### src/rtl/top_pkg.sv
// rtl/top_pkg.sv - shared lane types plus the rgb2raw pixel struct and state encoding
package top_pkg;

  // One 16-bit lane word, which carries two RAW8 pixels.
  typedef logic [15:0] lane_data_t;

  // 24-bit RGB pixel as it arrives on rgb_in: R=[23:16], G=[15:8], B=[7:0].
  typedef struct packed {
    logic [7:0] r;
    logic [7:0] g;
    logic [7:0] b;
  } rgb_pix_t;

  typedef enum logic [1:0] {
    RGB2RAW_IDLE      = 2'd0,
    RGB2RAW_WAIT_ODD  = 2'd1,
    RGB2RAW_WAIT_EVEN = 2'd2
  } rgb2raw_state_e;

endpackage

### src/rtl/rgb2raw.sv
// rtl/rgb2raw.sv - Bayer mosaicing encoder: RGB pixel pairs to RAW8 lane words
//
// Ports:
//   clk, rst                  clock, synchronous active-high reset
//   rgb_in/rgb_valid/sof      input pixel stream, sof marks pixel 0 of a frame
//   rgb_ready                 pixel accepted when rgb_valid & rgb_ready
//   data_out/data_valid       output word {G,B} on even lines, {R,G} on odd lines
//   data_ready                word consumed when data_valid & data_ready
//   line_end/frame_end        sideband flags travelling with data_out
//   err_sticky                sof seen mid-frame, cleared only by rst
//
// Build option: define RGB2RAW_CRUVI_INV_EN to bit-invert R and G on input.
module rgb2raw
  import top_pkg::*;
#(
  parameter int LINE_LENGTH = 640,
  parameter int FRAME_LINES = 480,
  parameter int RGB_WIDTH   = 24
) (
  input  logic                 clk,
  input  logic                 rst,
  input  logic [RGB_WIDTH-1:0] rgb_in,
  input  logic                 rgb_valid,
  input  logic                 sof,
  output logic                 rgb_ready,
  output lane_data_t           data_out,
  output logic                 data_valid,
  input  logic                 data_ready,
  output logic                 line_end,
  output logic                 frame_end,
  output logic                 err_sticky
);

  localparam int PIX_W  = (LINE_LENGTH > 1) ? $clog2(LINE_LENGTH) : 1;
  localparam int LINE_W = (FRAME_LINES > 1) ? $clog2(FRAME_LINES) : 1;

  rgb2raw_state_e    state_q, state_d;
  logic [PIX_W-1:0]  pix_cnt_q, pix_cnt_d;
  logic [LINE_W-1:0] line_cnt_q, line_cnt_d;
  logic [7:0]        hold_q, hold_d;
  lane_data_t        data_q, data_d;
  logic              valid_q, valid_d;
  logic              le_q, le_d;
  logic              fe_q, fe_d;
  logic              err_q, err_d;

  rgb_pix_t pix;
  logic     accept, drain, last_pix, last_line, at_frame_start;
  logic [7:0] first_byte, second_byte;

  // CRUVI A drives R and G inverted; undo it here so loopback stays bit-exact.
  always_comb begin
    pix = rgb_in[23:0];
`ifdef RGB2RAW_CRUVI_INV_EN
    pix.r = ~pix.r;
    pix.g = ~pix.g;
`endif
  end

  // A pending word can be replaced only if it is drained in the same cycle.
  assign rgb_ready = (state_q == RGB2RAW_WAIT_ODD) ? (~valid_q | data_ready) : 1'b1;
  assign accept    = rgb_valid & rgb_ready;
  assign drain     = valid_q & data_ready;

  assign last_pix  = (pix_cnt_q == PIX_W'(LINE_LENGTH - 1));
  assign last_line = (line_cnt_q == LINE_W'(FRAME_LINES - 1));
  // Only WAIT_EVEN at word 0 of line 0 is a clean frame boundary; in practice the
  // last word sends the FSM to IDLE, so this mostly guards a reparameterised build.
  assign at_frame_start = (state_q == RGB2RAW_WAIT_EVEN) && (pix_cnt_q == '0) && (line_cnt_q == '0);

  // Even lines carry G/B, odd lines R/G.
  assign first_byte  = line_cnt_q[0] ? pix.r : pix.g;
  assign second_byte = line_cnt_q[0] ? pix.g : pix.b;

  always_comb begin
    state_d    = state_q;
    pix_cnt_d  = pix_cnt_q;
    line_cnt_d = line_cnt_q;
    hold_d     = hold_q;
    data_d     = data_q;
    valid_d    = valid_q;
    le_d       = le_q;
    fe_d       = fe_q;
    err_d      = err_q;

    if (drain) valid_d = 1'b0;

    if (accept) begin
      if (sof) begin
        // Resynchronise on any sof; the pending output word is left alone.
        if (state_q != RGB2RAW_IDLE && !at_frame_start) err_d = 1'b1;
        hold_d     = pix.g;
        pix_cnt_d  = '0;
        line_cnt_d = '0;
        state_d    = RGB2RAW_WAIT_ODD;
      end else begin
        case (state_q)
          RGB2RAW_WAIT_EVEN: begin
            hold_d  = first_byte;
            state_d = RGB2RAW_WAIT_ODD;
          end
          RGB2RAW_WAIT_ODD: begin
            data_d  = {hold_q, second_byte};
            valid_d = 1'b1;
            le_d    = last_pix;
            fe_d    = last_pix & last_line;
            if (last_pix) begin
              pix_cnt_d  = '0;
              line_cnt_d = last_line ? '0 : line_cnt_q + 1'b1;
            end else begin
              pix_cnt_d = pix_cnt_q + 1'b1;
            end
            state_d = (last_pix && last_line) ? RGB2RAW_IDLE : RGB2RAW_WAIT_EVEN;
          end
          default: ;  // IDLE drops pixels until sof
        endcase
      end
    end
  end

  always_ff @(posedge clk) begin
    if (rst) begin
      state_q    <= RGB2RAW_IDLE;
      pix_cnt_q  <= '0;
      line_cnt_q <= '0;
      hold_q     <= '0;
      data_q     <= '0;
      valid_q    <= 1'b0;
      le_q       <= 1'b0;
      fe_q       <= 1'b0;
      err_q      <= 1'b0;
    end else begin
      state_q    <= state_d;
      pix_cnt_q  <= pix_cnt_d;
      line_cnt_q <= line_cnt_d;
      hold_q     <= hold_d;
      data_q     <= data_d;
      valid_q    <= valid_d;
      le_q       <= le_d;
      fe_q       <= fe_d;
      err_q      <= err_d;
    end
  end

  assign data_out   = data_q;
  assign data_valid = valid_q;
  assign line_end   = le_q;
  assign frame_end  = fe_q;
  assign err_sticky = err_q;

endmodule

### config.mk
export PLATFORM = sky130hd
export DESIGN_NAME = rgb2raw
export DESIGN_NICKNAME = d
export VERILOG_FILES = /design/src/rtl/top_pkg.sv /design/src/rtl/rgb2raw.sv
export SDC_FILE = /design/constraint.sdc
export NUM_CORES = 1
export LEC_CHECK = 0
export CORE_UTILIZATION = 25
export CTS_BUF_LIST = sky130_fd_sc_hd__clkbuf_4 sky130_fd_sc_hd__clkbuf_8
export DETAILED_ROUTE_END_ITERATION = 8
export GPL_ROUTABILITY_DRIVEN = 0
export MAX_ROUTING_LAYER = met4
export SLEW_MARGIN = 20
export SYNTH_ARGS = -nofsm -noshare
export SYNTH_HDL_FRONTEND = slang
export SYNTH_SLANG_ARGS = --single-unit
export TNS_END_PERCENT = 100
### constraint.sdc
create_clock -name clk -period 1.7 [get_ports clk]
set_input_delay 0.17 -clock clk [delete_from_list [all_inputs] [get_ports clk]]
set_output_delay 0.17 -clock clk [all_outputs]
set_load 0.005 [all_outputs]
# [Yosys cells after proc, flatten, opt, wreduce, memory -nomap -nowiden]
# Cells that the tools add are included.
[op_classes] n_eq_ne=4 bitwise=6 n_addsub=2 reduce_logical=18 n_mux=19
[op_table] cell="$mux 9" n=4
[op_table] cell="$mux 8" n=4
[op_table] cell="$mux 10" n=3
[op_table] cell="$add 10x1->10 const B" n=1
[op_table] cell="$eq 10x10->1 const B" n=1
[op_table] cell="$logic_not 10->1" n=1
[op_table] cell="$add 9x1->9 const B" n=1
[op_table] cell="$eq 9x9->1 const B" n=1
[op_table] cell="$logic_not 9->1" n=1
[op_table] cell="$reduce_and 3->1" n=3
[op_table] cell="$reduce_bool 2->1" n=4
[op_table] cell="$reduce_and 2->1" n=3
[op_table] cell="$mux 1" n=5
[op_table] cell="$logic_and 1x1->1" n=4
[op_table] cell="$mux 2" n=2
[op_table] cell="$pmux 2 s2" n=1
[op_table] cell="$and 1x1->1" n=3
[op_table] cell="$reduce_bool 3->1" n=1
[op_table] cell="$eq 2x1->1 const B" n=1
[op_table] cell="$eq 2x2->1 const B" n=1
[op_table] cell="$not 1->1" n=2
[op_table] cell="$logic_not 1->1" n=1
[op_table] cell="$or 1x1->1" n=1
[word_totals] out_inout_bits=21 register_bits=49 in_bits=29

# [Depth between registers and ports, before layout]
# Gate-level depths: netlist of run 1.
[logic_depth] word_depth=6 depth_mapped=7

# [Least setup slack after synthesis of run 1]
# No wires, ideal clock.
[synth_path] path_kind="register to register" from="register pix_cnt_q[0]" to="register line_cnt_q[5]" path_slack_ns=0.007 synth_period_minus_slack_ns=1.693 path_stages_with_launch=8 t_required_ns=1.633 arrival_time_ns=1.626 path_cell_list="dfxtp_1 ha_1 and4_1 a31oi_2 or3_1 buf_6 nand2b_4 o21ai_2"
[synth_between] elab_chain_len=3
[synth_lines] element="from (decl)" line="rgb2raw.sv:38" text="logic [PIX_W-1:0] pix_cnt_q, pix_cnt_d;"
[synth_lines] element="from (signal assigned)" line="rgb2raw.sv:134" text="pix_cnt_q <= pix_cnt_d;"
[synth_lines] element="$eq 10x10->1" line="rgb2raw.sv:65" text="assign last_pix = (pix_cnt_q == PIX_W'(LINE_LENGTH - 1));"
[synth_lines] element="$reduce_bool 2->1 (no source line)"
[synth_lines] element="$reduce_and 3->1 (no source line)"
[synth_lines] element="to (signal assigned)" line="rgb2raw.sv:135" text="line_cnt_q <= line_cnt_d;"
[synth_lines] element="to (decl)" line="rgb2raw.sv:39" text="logic [LINE_W-1:0] line_cnt_q, line_cnt_d;"
# No other way between the ends.
# A chain may end at the register's enable or synchronous reset.

# [Worst setup path after layout of run 1]
[layout_path] from="register pix_cnt_q[1]" to="register line_cnt_q[5]"
# Same word-level chain as after synthesis.

==> flow_summary.yaml, run 1 <==
placed_design:
  placement.cell_area_um2: 3293
  numPortBuffers: 49
  dpl.hpwl_mm: 4.802
  pre_cts_slack_ns: -0.1205
worst_setup_path:
  cell_class_contributing_the_biggest_share_of_worst_path_delay: "compound AO/OA/AOI/OAI gates"
  r2r_cells: 6
  critical_path_class: "reg2reg"
  critical_path_depth: 6
  critical_path_required_ns: 1.90
  path_cells: "ha_2 -> and4_4 -> a31oi_4 -> buf_4 -> o311ai_1 -> o21ai_2"
  critical_path_launch_point_type: "register"
  crit_path_max_cell_delay_ns: 0.36
  critPathMaxFanout: 4
  critPathCaptureType: "register"
  worst-endpoint-arrival_ns: 1.85
  worstPathBufferInverterCount: 1
  crit_path_top_delay_cell: "sky130_fd_sc_hd__dfxtp_1"
timing:
  maxClockFrequency_mhz: 606.9
  fin_crit_ns: 1.648
  timing.clock.skew_ns: 0.01008
  worst_slew_margin_rel: 0.7607
  tightest_slew_ns: 0.3533
  final-setup-viol-count: 0
  final_max_slew_viol_count: 0
  timing.final.ws_setup_ns: 0.05232
  rsz0062_at_grt: "false"
  finalHoldViolCount: 0
  post-route-period-util: 0.9692
route:
  dr.pass1.iters: 4
  first_iter_violations: 199
  drc: 0
  drt.antenna.violating_nets: 0
  post_drt_wl_per_cell_um: 13.63
  routed-via-count: 2309
  route.detailed.vias_per_inst: 4.902
  wl_mm: 6.421
layout:
  finish.net_count: 392
  regArea_um2: 987.2
  area.growth.synth_to_final_pct: 46.76
  layout-drive-gt1-share: 0.2139
  number_of_diodes: 0
  core_occupancy_in_the_finished_layout: 0.3754
  post-route-cell-area_um2: 3452
  fillCellCount: 928
  multi_input_comb_area_um2: 1325
run:
  maxCapViolCount: 0
logic_synthesis:
  synthDominantAreaCellType: "sky130_fd_sc_hd__dfxtp_1"
  netlist_area_um2: 2352
  syn_inst: 271
  async_sr_flop_fraction: 0
  synth_area_per_cell_um2: 8.680
  yosys_warnings: 0
  ys_seq_elements: 49
  ys_seq_area_frac: 0.4170
  ys.flop_type: "sky130_fd_sc_hd__dfxtp_1"
  yosysTopAreaCellShare: 0.4170
  synth_cell_types: 53
  synth-edff-count: 0
  synth_common_cells: "sky130_fd_sc_hd__dfxtp_1, sky130_fd_sc_hd__nor2_1, sky130_fd_sc_hd__nand2_1"
  yosys.cell_count.top_type: "sky130_fd_sc_hd__dfxtp_1"
  post_synth_main_area_contributors: "sky130_fd_sc_hd__dfxtp_1, sky130_fd_sc_hd__mux2i_1, sky130_fd_sc_hd__nor2_1"
  syn-num-nets: 304
clock_tree:
  clk_latency_ns: 0.31
  cts-root-buf: "sky130_fd_sc_hd__clkbuf_8"
  htree_num_levels: 2
  tritoncts: "built"
  cts_hold_buf: 0
  cts.reportedPaths.clkPinSlew_ns: 0.10
  cts_max_path_buffers: 2
  cts_buffers: 5
  cts.sink_count: 49
power:
  power_per_cell_area_nw_per_um2: 644.1
  share_clk_of_total_power: 0.323
  cellInternalPower_uw: 1657
  p_leak_uw: 0.001260
  seqPwrFrac: 0.537
  netSwitchingPower_uw: 566.4
  maximum_vdd_drop_v: 0.0002588
  switching_share_of_total_power: 0.2548
  combinational_fraction_of_design_power: 0.140
floorplanning:
  die_x_um: 99
  design.portCount: 50
  core_area_um2: 9196
  chipHeight_um: 99
  core.rowCount: 35
  fp.dieArea_um2: 9801
  initial_core_util: 0.2558
global_routing:
  grt_first_pass_wirelength_mm: 10.61
  grt_util_all_layers: 0.1408
  grt.overflow.total: 0
  grt_max_degree: 26
  grt_antenna_before_repair: 0
  grt_pass1_vias: 2218
hold_path:
  min_path_type: "reg2reg"
  hold_path_depth: 2
status:
  run_status: "finished, final reports clean"
==> sequential cells by signal, summed over array words and instances, names as in the netlist <==
register and count:
line_end 1, data_out 16, line_cnt_q 9, err_sticky 1
data_valid 1, frame_end 1, state_q 2, pix_cnt_q 10
hold_q 8
==> worst paths after layout <==
kind	from	to	slack, ns
max	pix_cnt_q[1]	line_cnt_q[5]	0.05
max reg2reg	pix_cnt_q[1]	line_cnt_q[5]	0.05
min reg2reg	data_out[12]	data_out[12]	0.46
min	data_out[12]	data_out[12]	0.46
==> repair_timing <==
action / CTS / global route
buffers inserted: 0 / 0
endpoints found under the setup margin: 6 / 13
pin swaps: 1 / 2
gates cloned: 0 / 0
resized for setup: 7 / 13
==> cell type report <==
cell class              count  area share
inverters                   8    0.008699
flip-flops and latches     49      0.2860
well taps                 111     0.04023
clock buffers               6     0.02211
repair buffers             95      0.2548
clock inverters             2    0.004349
multi-input cells         200      0.3838
==> tightest hold or removal path, cell delays in order (launching register included) <==
cell and delay (ns):
sky130_fd_sc_hd__dfxtp_1 0.32, sky130_fd_sc_hd__nand2_1 0.05, sky130_fd_sc_hd__a21oi_1 0.05
==> metal layers <==
metal  up-vias  wire [um]  track usage
met3        13        274      0.02553
li1       1146          -            -
met4         0        127      0.05626
met2        75       2939       0.2189
met5         -          0            -
met1      1075       3080       0.1805
==> power groups by stage <==
stage                     clock network, uW  registers, uW  logic (uW)
final                                   718           1190         311
after global routing                    790           1200         341
after CTS                               745           1190         310
after detailed placement                  0           1220         305
after global placement                    0           1220         300
after floorplan                           0           1220         129
==> kinds of logic after synthesis <==
logic type	share of synthesized area
AOI/OAI and AO/OA	0.1782
xor gates and xnor gates	0.02606
adders and majority gates	0.02128
buffers and inverters	0.04308
DFF	0.4170
muxes	0.07234
and+or+nand+nor	0.2420
==> through the flow <==
stage               power (uW)  std cells  hold WS, ns  setup TNS, ns
floorplan                 1348        271       0.3480              0
global placement          1521        463       0.4396        -0.6705
detailed placement        1526        463       0.4453         -1.154
CTS                       2248        471       0.4584       -0.01444
global route              2331        471       0.4821              0
finish                    2223        471       0.4560              0
==> layout by cell type, fill, tap and decap left out, types with 4 or more instances in the layout <==
master	count
sky130_fd_sc_hd__a211oi_1	16
sky130_fd_sc_hd__a21oi_1	18
sky130_fd_sc_hd__buf_4	42
sky130_fd_sc_hd__clkbuf_8	5
sky130_fd_sc_hd__clkdlybuf4s50_1	48
sky130_fd_sc_hd__dfxtp_1	46
sky130_fd_sc_hd__inv_1	8
sky130_fd_sc_hd__mux2i_1	17
sky130_fd_sc_hd__nand2_1	29
sky130_fd_sc_hd__nand3_1	9
sky130_fd_sc_hd__nand4_1	5
sky130_fd_sc_hd__nor2_1	36
sky130_fd_sc_hd__nor4_1	4
sky130_fd_sc_hd__o21ai_0	6
sky130_fd_sc_hd__xor2_1	5
Note: power is estimated with default switching activity, not from simulation.
==> inputs of run 2 (changes only) <==
CORE_ASPECT_RATIO = 1.25   (was default)
==> flow_summary.yaml, run 2 (synthesized netlist as in run 1, its figures left out) <==
status:
  run_status: "finished, final reports clean"
worst_setup_path:
  worst-endpoint-arrival_ns: 1.47
  setup.reg_to_reg.worst_slack_ns: 0.06
  critical_path_launch_point_type: "register"
  rr_startpoint: "pix_cnt_q[0]"
  r2r_cells: 6
  r2r_end: "line_cnt_q[3]"
  critPathMaxFanout: 4
  critPathCaptureType: "output pin"
  critical_path_class: "reg2out"
  critical_path_required_ns: 1.53
floorplanning:
  design.portCount: 50
  core_area_um2: 9125
  die_x_um: 88.76
  fp.dieArea_um2: 9804
  initial_core_util: 0.2578
  chipHeight_um: 110.5
  core.rowCount: 39
timing:
  fin_crit_ns: 1.641
  final_max_slew_viol_count: 0
  fin_worst_hold_slack_ns: 0.4576
  maxClockFrequency_mhz: 609.2
  final-setup-viol-count: 0
  tightest_slew_ns: 0.3460
  post-route-period-util: 0.9655
  timing.final.ws_setup_ns: 0.05859
  finalHoldViolCount: 0
  timing.clock.skew_ns: 0.01166
  worst_slew_margin_rel: 0.7686
  rsz0062_at_grt: "false"
placed_design:
  numPortBuffers: 49
  numPlacedInstances: 473
  pre_cts_slack_ns: -0.1578
  dpl.hpwl_mm: 4.932
route:
  route.detailed.vias_per_inst: 4.629
  routed-via-count: 2231
  first_iter_violations: 110
  drt.antenna.violating_nets: 0
  wl_mm: 6.415
  drc: 0
  dr.pass1.iters: 4
  post_drt_wl_per_cell_um: 13.31
hold_path:
  hold_path_depth: 2
  endpoint_of_the_worst_hold_timing_path: "data_out[14]"
  min_path_type: "reg2reg"
  hold_path_start: "hold_q[6]"
global_routing:
  grt.overflow.total: 0
  grt_util_all_layers: 0.1443
  grt_max_degree: 29
  grt_antenna_before_repair: 0
  grt_pass1_vias: 2234
  grt_first_pass_wirelength_mm: 10.68
layout:
  layout.cells.non_filler: 482
  finish.net_count: 391
  area.growth.synth_to_final_pct: 46.86
  number_of_diodes: 0
  final_cell_mix: "sky130_fd_sc_hd__clkdlybuf4s50_1, sky130_fd_sc_hd__dfxtp_1, sky130_fd_sc_hd__buf_4, sky130_fd_sc_hd__nor2_1, sky130_fd_sc_hd__nand2_1"
  final_common_cell: "sky130_fd_sc_hd__clkdlybuf4s50_1"
  flip_flop_count_of_the_largest_register_after_layout: 16
  layout-drive-gt1-share: 0.2117
clock_tree:
  htree_num_levels: 2
  cts.reportedPaths.clkPinSlew_ns: 0.10
  tritoncts: "built"
  cts_buffers: 5
  clk_latency_ns: 0.31
  cts-root-buf: "sky130_fd_sc_hd__clkbuf_8"
  cts_hold_buf: 0
  cts_max_path_buffers: 2
  cts.sink_count: 49
power:
  p_leak_uw: 0.001254
  combinational_fraction_of_design_power: 0.134
  power_per_cell_area_nw_per_um2: 655.4
  switching_share_of_total_power: 0.2553
  netSwitchingPower_uw: 578.0
  total_power_uw: 2264
  cellInternalPower_uw: 1686
  seqPwrFrac: 0.529
  maximum_vdd_drop_v: 0.0004892
  share_clk_of_total_power: 0.337
run:
  maxCapViolCount: 0
## run 2: cell count changes in the layout (fill, tap and decap cells not counted), sizes merged
cell,previous run,this run
dlymetal6s2s,1,0
clkinv,0,1
clkinvlp,2,0
clkdlybuf4s50,48,49
inv,8,9
buf,46,45
## run 2: layout make-up
cell class,instances,area (um2)
Tap cell,123,153.9
Fill cell,943,5670
Clock inverter,2,17.52
Timing Repair Buffer,94,869.6
Inverter,8,30.03
Multi-Input combinational cell,200,1313
Clock buffer,6,82.58
Sequential cell,49,988.4
## run 2: critical path: stages (launching register included)
cell and delay (ns):
sky130_fd_sc_hd__dfxtp_2 0.35, sky130_fd_sc_hd__nand4bb_4 0.22, sky130_fd_sc_hd__buf_6 0.15, sky130_fd_sc_hd__clkdlybuf4s50_1 0.43
## run 2: worst max-delay path by stage
stage,start,to,slack [ns]
4_1_cts,state_q[1],rgb_ready,0.01
3_5_place_dp,sof,hold_q[1],-0.16
6_report,state_q[1],rgb_ready,0.06
5_1_grt,pix_cnt_q[5],err_sticky,0.0008
2_1_floorplan,pix_cnt_q[0],line_cnt_q[5],0.007
3_3_place_gp,sof,state_q[1],-0.14
## run 2: metal layers
layer	routed length [um]	track usage	up-vias
met1	2709	0.1636	1015
li1	-	-	1154
met4	85	0.04624	0
met3	244	0.02840	9
met5	0	-	-
met2	3375	0.2492	53
## run 2: power by group through the flow
stage	Clock, uW	Combinational, uW	Sequential, uW
after global placement	0	300	1220
after global routing	830	336	1200
after floorplan	0	129	1220
final	762	305	1200
after detailed placement	0	302	1220
after CTS	793	306	1200
## run 2: what timing repair did
action                     in CTS  in global routing
pin swaps                       0                  4
buffers inserted                0                  1
resized for setup               6                 11
setup endpoints to repair       7                 17
## run 2: through the flow
stage                     instance area, um2  setup TNS (ns)    util
after floorplan                         2352               0       -
after global placement                  3293          -2.383  0.3609
after detailed placement                3293          -2.836  0.3609
after CTS                               3423               0  0.3752
after global routing                    3455               0  0.3786
final                                   3455               0  0.3786
